File: config.mk
export PLATFORM = sky130hd
export DESIGN_NAME = booth_mult_seq
export DESIGN_NICKNAME = d
export VERILOG_FILES = /design/src/rtl/booth_pkg.sv /design/src/rtl/booth_r4_digit.sv /design/src/rtl/booth_mult_seq.sv
export SDC_FILE = /design/constraint.sdc
export NUM_CORES = 1
export LEC_CHECK = 0
export CAP_MARGIN = 20
export CORE_ASPECT_RATIO = 1.25
export CORE_UTILIZATION = 60
export DETAILED_ROUTE_END_ITERATION = 8
export PLACE_DENSITY = 0.9
export SLEW_MARGIN = 10
export SYNTH_ARGS = -nofsm -noshare
export SYNTH_HDL_FRONTEND = slang
export SYNTH_SLANG_ARGS = --single-unit
export TNS_END_PERCENT = 100
File: constraint.sdc
create_clock -name clk -period 8.1 [get_ports clk]
set_input_delay 0.81 -clock clk [delete_from_list [all_inputs] [get_ports clk]]
set_output_delay 0.81 -clock clk [all_outputs]
set_load 0.03 [all_outputs]
File: src/rtl/booth_pkg.sv
// Shared types and digit recoding for the sequential radix-4 Booth multiplier.
package booth_pkg;

  typedef enum logic [1:0] {IDLE, CALC, DONE} booth_state_e;

  typedef logic signed [2:0] booth_digit_t;

  localparam booth_digit_t BD_ZERO = 3'sd0;
  localparam booth_digit_t BD_P1   = 3'sd1;
  localparam booth_digit_t BD_P2   = 3'sd2;
  localparam booth_digit_t BD_N1   = -3'sd1;
  localparam booth_digit_t BD_N2   = -3'sd2;

  // Window is {b[2i+1], b[2i], b[2i-1]}.
  function automatic booth_digit_t booth_encode(input logic [2:0] w);
    case (w)
      3'b001, 3'b010: return BD_P1;
      3'b011:         return BD_P2;
      3'b100:         return BD_N2;
      3'b101, 3'b110: return BD_N1;
      default:        return BD_ZERO;
    endcase
  endfunction

endpackage

File: src/rtl/booth_r4_digit.sv
// One radix-4 Booth partial-product generator: window + extended multiplicand -> signed term.
module booth_r4_digit
  import booth_pkg::*;
#(
  parameter int WIDTH = 32
) (
  input  logic              [2:0]       window,
  input  logic signed       [WIDTH+1:0] a_ext,
  output logic signed       [WIDTH+2:0] term
);

  booth_digit_t             digit;
  logic signed [WIDTH+2:0]  a_wide;

  always_comb begin
    digit  = booth_encode(window);
    a_wide = {a_ext[WIDTH+1], a_ext};
    case (digit)
      BD_P1:   term = a_wide;
      BD_P2:   term = a_wide <<< 1;
      BD_N1:   term = -a_wide;
      BD_N2:   term = -(a_wide <<< 1);
      default: term = '0;
    endcase
  end

endmodule

File: src/rtl/booth_mult_seq.sv
// Iterative radix-4 Booth multiplier retiring DIGITS_PER_CYCLE digits per clock,
// with valid/ready handshakes on operands and product.
module booth_mult_seq
  import booth_pkg::*;
#(
  parameter int WIDTH            = 32,
  parameter int DIGITS_PER_CYCLE = 1
) (
  input  logic                 clk,
  input  logic                 rst,
  input  logic                 in_valid,
  output logic                 in_ready,
  input  logic [WIDTH-1:0]     multiplicand,
  input  logic [WIDTH-1:0]     multiplier,
  input  logic                 is_signed,
  output logic                 out_valid,
  input  logic                 out_ready,
  output logic [2*WIDTH-1:0]   product,
  output logic                 busy
);

  localparam int EXT_W  = WIDTH + 2;
  localparam int TERM_W = WIDTH + 3;
  localparam int WIN_W  = WIDTH + 3;
  localparam int ACC_W  = 2*WIDTH + 2;
  localparam int NDIG   = WIDTH/2 + 1;
  localparam int CNT_W  = $clog2(NDIG + DIGITS_PER_CYCLE + 1);

  booth_state_e               state_q, state_d;
  logic [CNT_W-1:0]           cnt_q, cnt_d;
  logic signed [EXT_W-1:0]    a_q, a_d;
  logic signed [WIN_W-1:0]    win_q, win_d;
  logic signed [ACC_W-1:0]    acc_q, acc_d, acc_sum;
  logic [2*WIDTH-1:0]         product_q, product_d;
  logic signed [TERM_W-1:0]   term [DIGITS_PER_CYCLE];
  logic                       accept, last;

  function automatic logic signed [ACC_W-1:0] sext_term(input logic signed [TERM_W-1:0] t);
    return {{(ACC_W-TERM_W){t[TERM_W-1]}}, t};
  endfunction

  for (genvar j = 0; j < DIGITS_PER_CYCLE; j++) begin : g_digit
    booth_r4_digit #(.WIDTH(WIDTH)) u_digit (
      .window (win_q[2*j+2 -: 3]),
      .a_ext  (a_q),
      .term   (term[j])
    );
  end

  // Digits past NDIG only appear when DIGITS_PER_CYCLE does not divide NDIG; they contribute nothing.
  always_comb begin
    acc_sum = acc_q;
    for (int j = 0; j < DIGITS_PER_CYCLE; j++) begin
      if (int'(cnt_q) + j < NDIG)
        acc_sum = acc_sum + (sext_term(term[j]) <<< (2*(int'(cnt_q) + j)));
    end
  end

  assign in_ready  = (state_q == IDLE) || (state_q == DONE && out_ready);
  assign out_valid = (state_q == DONE);
  assign busy      = (state_q != IDLE);
  assign product   = product_q;
  assign accept    = in_valid && in_ready;
  assign last      = (int'(cnt_q) + DIGITS_PER_CYCLE >= NDIG);

  always_comb begin
    state_d   = state_q;
    cnt_d     = cnt_q;
    a_d       = a_q;
    win_d     = win_q;
    acc_d     = acc_q;
    product_d = product_q;
    case (state_q)
      CALC: begin
        acc_d = acc_sum;
        cnt_d = cnt_q + CNT_W'(DIGITS_PER_CYCLE);
        win_d = win_q >>> (2*DIGITS_PER_CYCLE);
        if (last) begin
          state_d   = DONE;
          product_d = acc_sum[2*WIDTH-1:0];
        end
      end
      DONE:    if (out_ready) state_d = IDLE;
      default: ;
    endcase
    // A pop in DONE and a new accept can share the same edge.
    if (accept) begin
      state_d = CALC;
      cnt_d   = '0;
      acc_d   = '0;
      a_d     = {{2{is_signed & multiplicand[WIDTH-1]}}, multiplicand};
      win_d   = {{2{is_signed & multiplier[WIDTH-1]}}, multiplier, 1'b0};
    end
  end

  always_ff @(posedge clk) begin
    if (rst) begin
      state_q   <= IDLE;
      cnt_q     <= '0;
      product_q <= '0;
    end else begin
      state_q   <= state_d;
      cnt_q     <= cnt_d;
      product_q <= product_d;
    end
  end

  always_ff @(posedge clk) begin
    a_q   <= a_d;
    win_q <= win_d;
    acc_q <= acc_d;
  end

endmodule

Word-level counts from Yosys, hierarchy flattened

Index checks and enable logic that the tools add are counted.
W data, S select, Z words.

Bits in registers: 205
Bits in latches: 0
RAM bits: 0
Memory bits (read-only): 0
Bits of input ports: 69
Output and inout bits: 67
Word-level logic and storage cells: 60
Memories kept: 0

Add/subtract/negate cells: 5
$mul: 0
Divide/modulo/power cells: 0
$lt $le $gt $ge: 2
Eq/ne operators: 16
Shifts and indexed selects: 1
Muxes and demuxes: 9
Bitwise logic cells: 2
Reductions and logical operators: 15

Operator list:

| cell                  | number |
|---|---|
| $pmux W35 S4          | 1 |
| $add A66 B66 Y66      | 1 |
| $sshl A35 B6 Y66      | 1 |
| $mux W64              | 1 |
| $mux W35              | 1 |
| $neg A33 Y35          | 1 |
| $neg A34 Y35          | 1 |
| $mux W34              | 1 |
| $eq A3 B3 Y1 const B  | 5 |
| $pmux W3 S4           | 1 |
| $eq A3 B2 Y1 const B  | 3 |
| $add A5 B1 Y6 const B | 1 |
| $eq A3 B1 Y1 const B  | 2 |
| $ge A6 B5 Y1 const B  | 1 |
| $reduce_and A3 Y1     | 2 |
| $reduce_bool A2 Y1    | 3 |
| $reduce_or A2 Y1      | 3 |
| $add A5 B1 Y5 const B | 1 |
| $lt A5 B5 Y1 const B  | 1 |
| $mux W2               | 2 |
| $pmux W2 S2           | 1 |
| $reduce_and A2 Y1     | 2 |
| $ne A3 B1 Y1 const B  | 1 |
| $ne A3 B3 Y1 const B  | 1 |
| other kinds (10)      | 12 |

Depth between registers and ports, before layout

Depth in word-level cells: 8
Gate-level depth with buffers: 30
Depth with buffers taken out: 27

Modules after synthesis

From an unflattened synthesis, not the netlist that was laid out.

Cell total of the unflattened synthesis: 2,147
Area total of the unflattened synthesis: 16,150.5 sq um

By module, submodules not included:

| module         | instances | cells an instance | area each (sq um) | sequential area each (sq um) |
|---|---|---|---|---|
| booth_mult_seq | 1         | 1,799             | 13,918.3          | 4,734.5 |
| booth_r4_digit | 1         | 348               | 2,232.1           | 0.0 |

Worst setup path after synthesis

No wires, ideal clock.

Kind: reg-to-reg
Start point: register win_q[1]
End point: register product_q[63], in the netlist product[63]
Library setup time: 0.091 ns
Data arrival time: 5.891 ns
Data required time: 8.009 ns
Slack: 2.118 ns
Cell stages (with the launch flop): 29
Buffers on the path: 6
Period minus slack after synthesis: 5.982 ns
Cell sequence: edfxtp_1 > clkbuf_1 > buf_2 > buf_2 > buf_2 > buf_1 > mux2_2 > a21oi_1 > nor2_1 > a221oi_1 > mux2_2 > mux2i_1 > o21ai_0 > o22ai_1 > and2_1 > ha_1 > clkbuf_1 > a21oi_1 > o21ai_0 > a221o_1 > a21o_1 > nor3_1 > o21ai_1 > a31oi_1 > o21bai_1 > a21oi_1 > xnor2_1 > or3_1 > a311oi_1

Longest elaborated chain between the ends: 8
Elaborated cells on any way between the ends: 17
Classes of those cells: 1 x add/sub; 10 x eq/ne; 1 x shift; 3 x mux; 2 x reduce/logical

RTL lines:

| element                                    | line                  | text |
|---|---|---|
| start, declared                            | booth_mult_seq.sv:32  | `logic signed [WIN_W-1:0] win_q, win_d;` |
| start signal, assigned                     | booth_mult_seq.sv:110 | `win_q <= win_d;` |
| $eq A3 B3 Y1, or another cell as far along | booth_pkg.sv:16       | `case (w)` |
| $reduce_or A2 Y1                           | booth_pkg.sv:16       |  |
| $pmux W3 S4 (*)                            | booth_pkg.sv:16       |  |
| $eq A3 B3 Y1, or another cell as far along | booth_r4_digit.sv:18  | `case (digit)` |
| $pmux W35 S4 (*)                           | booth_r4_digit.sv:18  |  |
| $sshl A35 B6 Y66 (*)                       | booth_mult_seq.sv:55  | `acc_sum = acc_sum + (sext_term(term[j]) <<< (2*(int'(cnt_q) + j)));` |
| $add A66 B66 Y66 (*)                       | booth_mult_seq.sv:55  |  |
| $mux W64 (*)                               | booth_mult_seq.sv:54  | `if (int'(cnt_q) + j < NDIG)` |
| end signal, assigned                       | booth_mult_seq.sv:104 | `product_q <= product_d;` |
| end, declared                              | booth_mult_seq.sv:34  | `logic [2*WIDTH-1:0] product_q, product_d;` |

Every way passes the cells marked *; elsewhere a longest branch is shown, timed or not.
A chain may end at the register's enable or synchronous reset.

Worst setup path in the final report

Start point: register a_q[0]
End point: register product_q[56], in the netlist product[56]

Longest elaborated chain between the ends: 5
Elaborated cells on any way between the ends: 6
Classes of those cells: 3 x add/sub; 1 x shift; 2 x mux

RTL lines:

| element                                             | line                                       | text |
|---|---|---|
| start, declared                                     | booth_mult_seq.sv:31                       | `logic signed [EXT_W-1:0] a_q, a_d;` |
| start signal, assigned                              | booth_mult_seq.sv:109                      | `a_q <= a_d;` |
| $neg A34 Y35 / $neg A33 Y35 (equally long branches) | booth_r4_digit.sv:22, booth_r4_digit.sv:21 |  |
| $pmux W35 S4 (*)                                    | booth_r4_digit.sv:18                       |  |
| $sshl A35 B6 Y66 (*)                                | booth_mult_seq.sv:55                       |  |
| $add A66 B66 Y66 (*)                                | booth_mult_seq.sv:55                       |  |
| $mux W64 (*)                                        | booth_mult_seq.sv:54                       |  |

Marked as above.

==> results.yml <==
outcome:
  status: "finished clean"
global_route:
  grt-ovfl-total: 0
  grt_max_degree: 101
  grt_pass1_vias: 14983
  antenna_found_initial: 1
  grtUsageTotal_pct: 37.68
  grt_first_pass_wirelength_microns: 81590
power_and_ir_drop:
  switching_share_pct: 47.81
  internal_power_mw: 3.302
  p_switching_mw: 3.025
  pwr-share-seq_pct: 23.7
  peakVddDrop_mv: 0.2204
  clkPwrFrac_pct: 16.5
  power_per_cell_area_mw_per_mm2: 351.1
  comb_power_share_pct: 59.8
  leakage_nw: 7.157
synth:
  yosysTopAreaCellShare_pct: 17.14
  syn_inst: 2086
  synth_commonest_cells: "274 x nand2_1, 252 x nor2_1, 197 x a21oi_1"
  synth_edf_count: 67
  postSynthNetCount: 2225
  netlist_top_cells_area: "dfxtp_1 17%, edfxtp_1 13%, nand2_1 6.5%, a21oi_1 6.2%, nor2_1 6.0%"
  synth_warnings: 0
  yosysMostFrequentCell: "nand2_1"
  synth-async-reset-ratio_pct: 0
  synth-seq-cells: 203
  syn_avg_cell_area_sq_um: 7.616
  synthFlopType: "dfxtp_1"
  synth_area_sq_mm: 0.01589
  synth_cell_types: 81
  ys_seq_area_share_pct: 29.80
  yosysTopAreaCell: "dfxtp_1"
layout:
  multi_input_area_sq_mm: 0.01042
  n_fill_cell: 2162
  areaGrowthSynthToFinish_pct: 13.43
  register_area_sq_mm: 0.004736
  final_area_sq_mm: 0.01802
  drive_gt1_share_pct: 6.645
  nets: 2247
  diodes: 0
route:
  num_vias: 16210
  top_layer: "met4"
  viasPerCell: 6.584
  post-route-drc-count: 0
  drtIter0Drc: 1355
  wl_met2_microns: 24280
  drtPass1Iterations: 8
  routed_wirelength_microns: 51990
  met3_length_microns: 4031
  wl_met1_microns: 20710
  antenna_left: 0
  wl_per_cell_microns: 21.12
setup_path:
  crit_end: "product[56]$_SDFFE_PP0P_"
  startpoint: "a_q[0]$_DFFE_PP_"
  r2r-end: "product[56]$_SDFFE_PP0P_"
  crit_path_end_kind: "flop"
  arrival_ns: 7.56
  path_max_fanout: 7
  start_kind: "flop"
  critPathKind: "reg2reg"
  regToRegStartpoint: "a_q[0]$_DFFE_PP_"
  r2r_setup_slack_ns: 0.97
  r2r_cells: 24
  cp_data_required_time_ns: 8.53
die:
  dieWidth_microns: 147.5
  core_area_sq_mm: 0.02601
  ioPinCount: 136
  die_h_microns: 183.9
  die_area_sq_mm: 0.02714
  rows: 66
  initial_utilization_pct: 61.08
place:
  port_buffers: 135
  place_area_sq_mm: 0.01729
  hpwl_microns: 37410
  place_worst_setup_slack_ns: 1.129
  place_congestion: 1.077
clock_tree:
  clk_latency_ns: 0.52
  cts_resized: 0
  clk_pin_slew_ns: 0.06
  htree_levels: 1
  cts_buffer_depth: 3
  clock-sinks: 203
  cts_tree: "built"
  cts_buffers: 21
  cts_hold_repair.buffers: 0
  cts_setup_buffers: 0
  cts_root_buf: "clkbuf_16"
sta:
  maxSlewHeadroom_pct: 26.30
  final_max_slew_viol_count: 0
  rsz0062_at_grt: "false"
  setup_ws_ns: 0.9659
  fin_setup_tns_ns: 0
  setup_viol: 0
  fmax_mhz: 140.2
  worst_slew_pin_slew_ns: 1.103
  final_hold_viol_count: 0
  fin_worst_skew_ns: 0.01460
  final.min_clock_period_ns: 7.134
  fin_crit_sh_pct: 88.08
hold_path:
  hold_path_class: "reg2reg"
flow_run:
  drv_cap: 0
critical path, cell delays in order (launching register included):
cell,delay [ns]
edfxtp_1,0.50
inv_1,0.13
ha_1,0.22
nor3b_2,0.44
nand2_2,0.13
or3_1,0.34
xor2_1,0.17
a221oi_1,0.58
mux2i_1,0.25
a21oi_1,0.33
mux2i_1,0.16
a22oi_1,0.29
nor2_1,0.08
ha_1,0.43
nand3_1,0.14
or4b_2,0.67
a211oi_1,0.54
o2111ai_1,0.29
nand3_1,0.22
a31oi_1,0.16
nand3b_1,0.23
o21bai_1,0.20
xor2_1,0.19
nand2_1,0.08
a311oi_1,0.28
metrics by stage:
step	total power, mW	hold slack [ns]	cells	util (%)
2_1_floorplan	4.180	0.4539	2086	-
3_3_place_gp	5.104	0.4504	2425	66.47
3_5_place_dp	5.171	0.4557	2425	66.47
4_1_cts	6.247	0.4692	2462	69.28
5_1_grt	6.753	0.4949	2462	69.28
6_report	6.327	0.4661	2462	69.28
cell type report:
cell class                      instances  area share [%]
Tap cell                              340           2.361
Inverter                               30          0.6388
Sequential cell                       203           26.28
Multi-Input combinational cell       1687           57.81
Clock inverter                         12          0.9442
Timing Repair Buffer                  165           8.859
Clock buffer                           25           3.110
layout by cell type, fill, tap and decap left out, types with 17 or more instances in the layout:
cell | Yosys | routed
nor3_1 | 46 | 46
nand3_1 | 68 | 68
edfxtp_1 | 67 | 67
xnor2_1 | 56 | 56
inv_1 | 25 | 24
clkdlybuf4s50_1 | 0 | 134
a211oi_1 | 88 | 88
buf_4 | 1 | 28
nor2_1 | 252 | 252
dfxtp_1 | 136 | 135
nand4_1 | 17 | 17
a21oi_1 | 197 | 197
ha_1 | 69 | 68
o21a_1 | 17 | 17
nand2_1 | 274 | 272
mux2_2 | 31 | 31
o21ai_0 | 147 | 147
a31oi_1 | 26 | 25
xor2_1 | 36 | 36
and3_1 | 17 | 17
mux2i_1 | 61 | 61
a21o_1 | 51 | 51
clkbuf_16 | 0 | 21
state kept, by name, summed over array words and instances, names as in the netlist:
name and cells:
acc_q 64, product 64, win_q 35, a_q 33, cnt_q 5, state_q 2
per-layer routing:
layer | vias to the layer above | global-route usage (%)
li1 | 7659 | -
met1 | 7589 | 46.95
met2 | 784 | 63.70
met3 | 178 | 5.261
met4 | 0 | 18.56
met5 | - | 0
worst min-delay path by stage:
stage | depth (start not counted) | slack, ns | from | endpoint
6_report | 2 | 0.47 | product[57]$_SDFFE_PP0P_ | product[57]$_SDFFE_PP0P_
5_1_grt | 2 | 0.49 | product[2]$_SDFFE_PP0P_ | product[2]$_SDFFE_PP0P_
4_1_cts | 2 | 0.47 | product[57]$_SDFFE_PP0P_ | product[57]$_SDFFE_PP0P_
3_5_place_dp | 2 | 0.46 | product[38]$_SDFFE_PP0P_ | product[38]$_SDFFE_PP0P_
3_3_place_gp | 2 | 0.45 | product[38]$_SDFFE_PP0P_ | product[38]$_SDFFE_PP0P_
2_1_floorplan | 2 | 0.45 | acc_q[57]$_SDFFE_PP0N_ | acc_q[57]$_SDFFE_PP0N_
power by group through the flow:
stage,combinational (mW),sequential [mW],clock (mW)
6_report,3.78,1.50,1.04
5_1_grt,4.14,1.52,1.09
4_1_cts,3.70,1.50,1.06
3_5_place_dp,3.66,1.51,0
3_3_place_gp,3.60,1.50,0
2_1_floorplan,2.76,1.42,0
cell families after synthesis:
logic type | after synthesis | share of synthesized area, %
simple gates | 766 | 21.93
flops | 203 | 29.80
mux | 93 | 6.182
fa+ha+maj | 70 | 5.560
compound gates | 666 | 26.57
buf+inv | 196 | 4.883
xor+xnor | 92 | 5.072
(Power assumes the default switching activity.)
